--- src/rtl/bomberman_pkg.sv ---
// Shared constants for the bomberman datapath: direction codes, NES pad bit order, pad poll FSM states.
package bomberman_pkg;

  localparam logic [1:0] CD_U = 2'b00;
  localparam logic [1:0] CD_R = 2'b01;
  localparam logic [1:0] CD_D = 2'b10;
  localparam logic [1:0] CD_L = 2'b11;

  // Serial order in which the pad shifts its buttons out
  localparam int PAD_A      = 0;
  localparam int PAD_B      = 1;
  localparam int PAD_SELECT = 2;
  localparam int PAD_START  = 3;
  localparam int PAD_UP     = 4;
  localparam int PAD_DOWN   = 5;
  localparam int PAD_LEFT   = 6;
  localparam int PAD_RIGHT  = 7;

  typedef enum logic [2:0] {
    ST_IDLE     = 3'd0,
    ST_LATCH    = 3'd1,
    ST_SHIFT_LO = 3'd2,
    ST_SHIFT_HI = 3'd3,
    ST_UPDATE   = 3'd4
  } pad_state_t;

endpackage

--- src/rtl/pad_sync.sv ---
// Two-flop synchronizer for the asynchronous pad data line; resets to 1 (released).
module pad_sync (
  input  logic i_clk,
  input  logic i_rst_n,
  input  logic i_d,
  output logic o_q
);

  logic [1:0] r_sync;

  always_ff @(posedge i_clk or negedge i_rst_n) begin
    if (!i_rst_n) begin
      r_sync <= 2'b11;
    end else begin
      r_sync <= {r_sync[0], i_d};
    end
  end

  assign o_q = r_sync[1];

endmodule

--- src/rtl/nes_pad_reader.sv ---
// Polls an NES serial pad once per frame and decodes held direction, current direction and bomb press.
// Outputs load together with the frame_done pulse, so they are stable for a whole poll period.
module nes_pad_reader
  import bomberman_pkg::*;
#(
  parameter int POLL_CYCLES = 1_666_666,
  parameter int HALF_BIT    = 600,
  parameter int NUM_BITS    = 8
) (
  input  logic       clk,
  input  logic       reset,
  input  logic       pad_data,
  output logic       pad_latch,
  output logic       pad_clk,
  output logic       L,
  output logic       R,
  output logic       U,
  output logic       D,
  output logic [1:0] cd,
  output logic       bomb_pulse,
  output logic       frame_done
);

  localparam int              HB_W       = $clog2(2 * HALF_BIT);
  localparam logic [HB_W-1:0] LATCH_LAST = HB_W'(2 * HALF_BIT - 1);
  localparam logic [HB_W-1:0] HALF_LAST  = HB_W'(HALF_BIT - 1);
  localparam logic [20:0]     POLL_LAST  = 21'(POLL_CYCLES - 1);
  localparam logic [2:0]      BIT_LAST   = 3'(NUM_BITS - 1);

  pad_state_t          r_state;
  logic [20:0]         r_poll;
  logic [HB_W-1:0]     r_half;
  logic [2:0]          r_bit_idx;
  logic [NUM_BITS-1:0] r_shift;
  logic                r_prev_a;

  logic       w_pad;
  logic       w_poll_wrap;
  logic       w_a;
  logic       w_up;
  logic       w_dn;
  logic       w_lf;
  logic       w_rt;
  logic [1:0] w_cd_next;

  pad_sync u_sync (
    .i_clk   (clk),
    .i_rst_n (reset),
    .i_d     (pad_data),
    .o_q     (w_pad)
  );

  assign w_poll_wrap = (r_poll == POLL_LAST);

  always_ff @(posedge clk or negedge reset) begin
    if (!reset) begin
      r_poll <= '0;
    end else if (w_poll_wrap) begin
      r_poll <= '0;
    end else begin
      r_poll <= r_poll + 21'd1;
    end
  end

  // Bits arrive LSB first and enter at the top, so after NUM_BITS samples bit i holds button i
  always_ff @(posedge clk or negedge reset) begin
    if (!reset) begin
      r_state   <= ST_IDLE;
      r_half    <= '0;
      r_bit_idx <= '0;
      r_shift   <= '1;
    end else begin
      case (r_state)
        ST_IDLE: begin
          r_half <= '0;
          if (w_poll_wrap) r_state <= ST_LATCH;
        end
        ST_LATCH: begin
          if (r_half == LATCH_LAST) begin
            r_half    <= '0;
            r_shift   <= {w_pad, r_shift[NUM_BITS-1:1]};
            r_bit_idx <= 3'd1;
            r_state   <= ST_SHIFT_LO;
          end else begin
            r_half <= r_half + 1'b1;
          end
        end
        ST_SHIFT_LO: begin
          if (r_half == HALF_LAST) begin
            r_half  <= '0;
            r_state <= ST_SHIFT_HI;
          end else begin
            r_half <= r_half + 1'b1;
          end
        end
        ST_SHIFT_HI: begin
          if (r_half == HALF_LAST) begin
            r_half  <= '0;
            r_shift <= {w_pad, r_shift[NUM_BITS-1:1]};
            if (r_bit_idx == BIT_LAST) begin
              r_state <= ST_UPDATE;
            end else begin
              r_bit_idx <= r_bit_idx + 3'd1;
              r_state   <= ST_SHIFT_LO;
            end
          end else begin
            r_half <= r_half + 1'b1;
          end
        end
        ST_UPDATE: r_state <= ST_IDLE;
        default:   r_state <= ST_IDLE;
      endcase
    end
  end

  assign pad_latch = (r_state == ST_LATCH);
  assign pad_clk   = (r_state != ST_SHIFT_LO);

  // Pad is active-low; opposing pairs cancel, then U > D > L > R
  assign w_a  = ~r_shift[PAD_A];
  assign w_up = ~r_shift[PAD_UP] & r_shift[PAD_DOWN];
  assign w_dn = ~r_shift[PAD_DOWN] & r_shift[PAD_UP];
  assign w_lf = ~r_shift[PAD_LEFT] & r_shift[PAD_RIGHT] & ~w_up & ~w_dn;
  assign w_rt = ~r_shift[PAD_RIGHT] & r_shift[PAD_LEFT] & ~w_up & ~w_dn;

  always_comb begin
    w_cd_next = cd;
    if (w_up)      w_cd_next = CD_U;
    else if (w_dn) w_cd_next = CD_D;
    else if (w_lf) w_cd_next = CD_L;
    else if (w_rt) w_cd_next = CD_R;
  end

  always_ff @(posedge clk or negedge reset) begin
    if (!reset) begin
      L          <= 1'b0;
      R          <= 1'b0;
      U          <= 1'b0;
      D          <= 1'b0;
      cd         <= CD_D;
      bomb_pulse <= 1'b0;
      frame_done <= 1'b0;
      r_prev_a   <= 1'b0;
    end else begin
      frame_done <= (r_state == ST_UPDATE);
      bomb_pulse <= (r_state == ST_UPDATE) & w_a & ~r_prev_a;
      if (r_state == ST_UPDATE) begin
        U        <= w_up;
        D        <= w_dn;
        L        <= w_lf;
        R        <= w_rt;
        cd       <= w_cd_next;
        r_prev_a <= w_a;
      end
    end
  end

endmodule

--- config.mk ---
export PLATFORM = sky130hd
export DESIGN_NAME = nes_pad_reader
export DESIGN_NICKNAME = d
export VERILOG_FILES = /design/src/rtl/bomberman_pkg.sv /design/src/rtl/pad_sync.sv /design/src/rtl/nes_pad_reader.sv
export SDC_FILE = /design/constraint.sdc
export NUM_CORES = 1
export LEC_CHECK = 0
export CORE_MARGIN = 1.5
export CORE_UTILIZATION = 33
export DETAILED_ROUTE_END_ITERATION = 10
export GPL_TIMING_DRIVEN = 0
export SYNTH_ARGS = -nofsm -noshare
export SYNTH_HDL_FRONTEND = slang
export SYNTH_SLANG_ARGS = --single-unit
--- constraint.sdc ---
create_clock -name clk -period 3 [get_ports clk]
set_input_delay 0.3 -clock clk [delete_from_list [all_inputs] [get_ports clk]]
set_output_delay 0.3 -clock clk [all_outputs]
set_load 0.03 [all_outputs]
==> impl_results.md <==
- Port Buf Inserts: 12
- RSZ-0062 raised after global routing: no
- Clock Pin Slew Worst Setup and Hold Paths: 0.07 ns
- Top post-synthesis cells by area: dfrtp_1, dfstp_2, nand3_1, nand2_1, ha_1
- I/O pin count: 13
- Leakage dissipation: 1.38 nW
- Hold path startpoint: u_sync.r_sync[0]$_DFF_PN1_
- Worst r2r dst: r_half[4]$_DFFE_PN0P_
- Ant. Diodes: 0
- Overflow after GRT: 0
- Crit path required time: 3.23 ns
- Root Buffer: clkbuf_8
- Max-slew violation count: 0
- Core area: 0.00818 mm2
- R2r startpoint: r_half[6]$_DFFE_PN0P_
- Syn Inst Count: 261
- Detailed-placement wirelength estimate: 3.57 mm
- Layout area overhead: 17.1%
- FILL cells: 801
- Share of layout cells above drive strength 1: 16.9%
- Remaining DRCs: 0
- Final setup margin: 0.493 ns
- Antenna Nets Post-Route: 0
- DR iter-0 viols: 46
- Period minus WS final: 2.51 ns
- Fin Setup TNS: 0 ns
- GRT Util Overall: 13.1%
- Max Cap Violations: 0
- Avg Cell Area, Syn: 10.6 um2
- P per Cell Area: 468 mW/mm2
- CP Max Fanout: 7
- Via count: 1982
- Slowest stage cell, crit path: o41ai_1
- FF-to-FF path depth: 5
- CTS tree: done
- CTS resizes: 0
- Startpoint Class: flip-flop
- Peak supply drop: 0.185 mV
- Crit. Startpoint: r_half[6]$_DFFE_PN0P_
- Yosys Warn Count: 0
- Placed insts: 379
- Worst EP arrival: 2.74 ns
- Sum of buffers and inverters on the critical path: 0
- Tightest Hold Check Type: reg -> reg
- Final setup violation count: 0
- Wirelength per Cell: 13.2 um
- CTS max path bufs: 2
- Number of synthesized flops with an enable pin: 0
- Outcome: finished clean
- Mapped cell area: 0.00276 mm2
- Die width: 94.5 um
- Post-Place Worst Slack: 0.503 ns
- Worst-path cell chain: or4b_4 -> o41ai_1 -> a21boi_1 -> o21ai_1 -> a21o_1
- Clk Latency, worst-skew pair: 0.34 ns
- Hold Path Sink: u_sync.r_sync[1]$_DFF_PN1_
- Yosys top cell area share: 41.6%
- Least-Margin Pin Slew: 0.828 ns
- Gp weighted congestion: 0.733
- Final #Nets: 296
- Largest net degree at the start of global routing: 41
- Std cell rows: 33
- CP Capture Type: flip-flop
- Vias in the first global route: 1979
- Sequential cell area fraction in the yosys report: 52.1%
- Delay-heaviest family, CP: compound AO/OA/AOI/OAI gates
- TritonCTS buffer count: 9
- Register Area: 0.00144 mm2
- Die Ht: 94.5 um
- Net Count, Synth: 271
- Most used DFF post-synth: dfrtp_1
- Vias/cell: 5.02
- Synth cell types: 50
- Fin cells: 395
- Yosys reg bits: 57
- WS Path Type: reg -> reg
- Post-Route Skew: 0.00819 ns
- H-tree levels: 3
- Crit-path max cell delay: 0.63 ns
- Antenna violations before repair: 0
- First-pass GRT wire length: 9.05 mm
- Asr flop ratio synth: 100%
- Die area: 0.00893 mm2
- Setup slack, reg-to-reg: 0.49 ns
- Starting density of the core: 33.8%
- First-pass iteration count of the detailed router: 4
- Tcrit/Tclk final: 83.6%
- # clock sinks: 57
- Hold Path Depth: 0
- Hold Vio Cnt, Final: 0
- Multi-input logic area: 0.00124 mm2
- F_max: 399 MHz
- Slew HR: 44.3%
- DRT Wirelength: 5.22 mm
- Yosys top cell by area: dfrtp_1
==> stage by stage <==
step | hold slack (ns) | utilization [%] | power, mW | instance area, um2
after CTS | 0.358 | 39.6 | 1.53 | 3240
after global routing | 0.363 | 39.6 | 1.57 | 3240
final | 0.365 | 39.6 | 1.51 | 3240
after floorplan | 0.00441 | - | 0.786 | 2760
after global placement | 0.352 | 36.9 | 0.804 | 3020
after detailed placement | 0.265 | 37.1 | 0.807 | 3030
==> Yosys cell counts (all sizes together), types with 6 or more instances <==
library cell	n
a31oi	6
ha	7
nor2	20
inv	12
o21ai	11
nand3	19
dfstp	11
mux2	7
nand2	24
xnor2	10
xor2	10
dfrtp	46
a21oi	12
==> report_power, final <==
part / switching, mW / total (mW) / internal [mW]
combinational: 0.0148 / 0.0199 / 0.00508
clock: 0.300 / 0.722 / 0.422
sequential: 0.000432 / 0.772 / 0.772
total: 0.315 / 1.51 / 1.20
==> area by class of cell <==
type,instances,share of cell area [%]
multi-input cells,185,38.4
well taps,105,4.06
clock buffers,12,4.80
flip-flops and latches,57,44.5
inverters,12,1.39
plain buffers,7,1.12
clock inverters,3,1.24
repair buffers,14,4.49
==> what timing repair did <==
| action | CTS | global route |
|---|---|---|
| hold buffers | 1 | 0 |
| hold endpoints to repair | 15 | 0 |
| setup buffers | 0 | 0 |
==> cell families (layout without fill, tap and decap cells) <==
logic type | Yosys count | count (layout) | share of synthesized area (%)
mux | 9 | 9 | 3.71
xor+xnor | 20 | 20 | 6.34
compound gates | 42 | 42 | 9.82
fa+ha+maj | 7 | 7 | 3.17
simple gates | 107 | 107 | 21.9
buf+inv | 19 | 48 | 2.94
flops | 57 | 57 | 52.1
==> registers in the layout, summed over array words and instances (netlist names) <==
name	cells
r_state	3
r_prev_a	1
D	1
r_half	11
bomb_pulse	1
R	1
frame_done	1
r_shift	8
r_bit_idx	3
L	1
cd	2
u_sync.r_sync	2
U	1
r_poll	21
==> layer usage <==
| metal | share of wire [%] | wire [um] | track usage (%) |
|---|---|---|---|
| met5 | 0 | 0 | 0 |
| met1 | 48 | 2500 | 16.4 |
| met2 | 48 | 2500 | 20.6 |
| met3 | 3.8 | 199 | 5.31 |
| met4 | 0.50 | 26 | 4.10 |
==> worst max path at each step <==
stage / endpoint / slack (ns) / depth (start not counted)
2_1_floorplan: r_half[6]$_DFFE_PN0P_ / 0.51 / 6
3_3_place_gp: r_half[9]$_DFFE_PN0P_ / -0.17 / 1
3_5_place_dp: r_half[4]$_DFFE_PN0P_ / 0.50 / 5
4_1_cts: r_half[4]$_DFFE_PN0P_ / 0.49 / 5
5_1_grt: r_half[4]$_DFFE_PN0P_ / 0.31 / 5
6_report: r_half[4]$_DFFE_PN0P_ / 0.49 / 5
==> layout by cell type (no fill, tap or decap), drive strengths merged, types with 6 or more instances in the layout <==
cell           count
nand3             19
mux2               7
dfstp             11
xor2              10
a21oi             12
a31oi              6
dfrtp             46
nand2             24
xnor2             10
clkbuf            16
nor2              20
o21ai             11
inv               12
ha                 7
clkdlybuf4s50     11
Power figures use the tool's default switching activity.
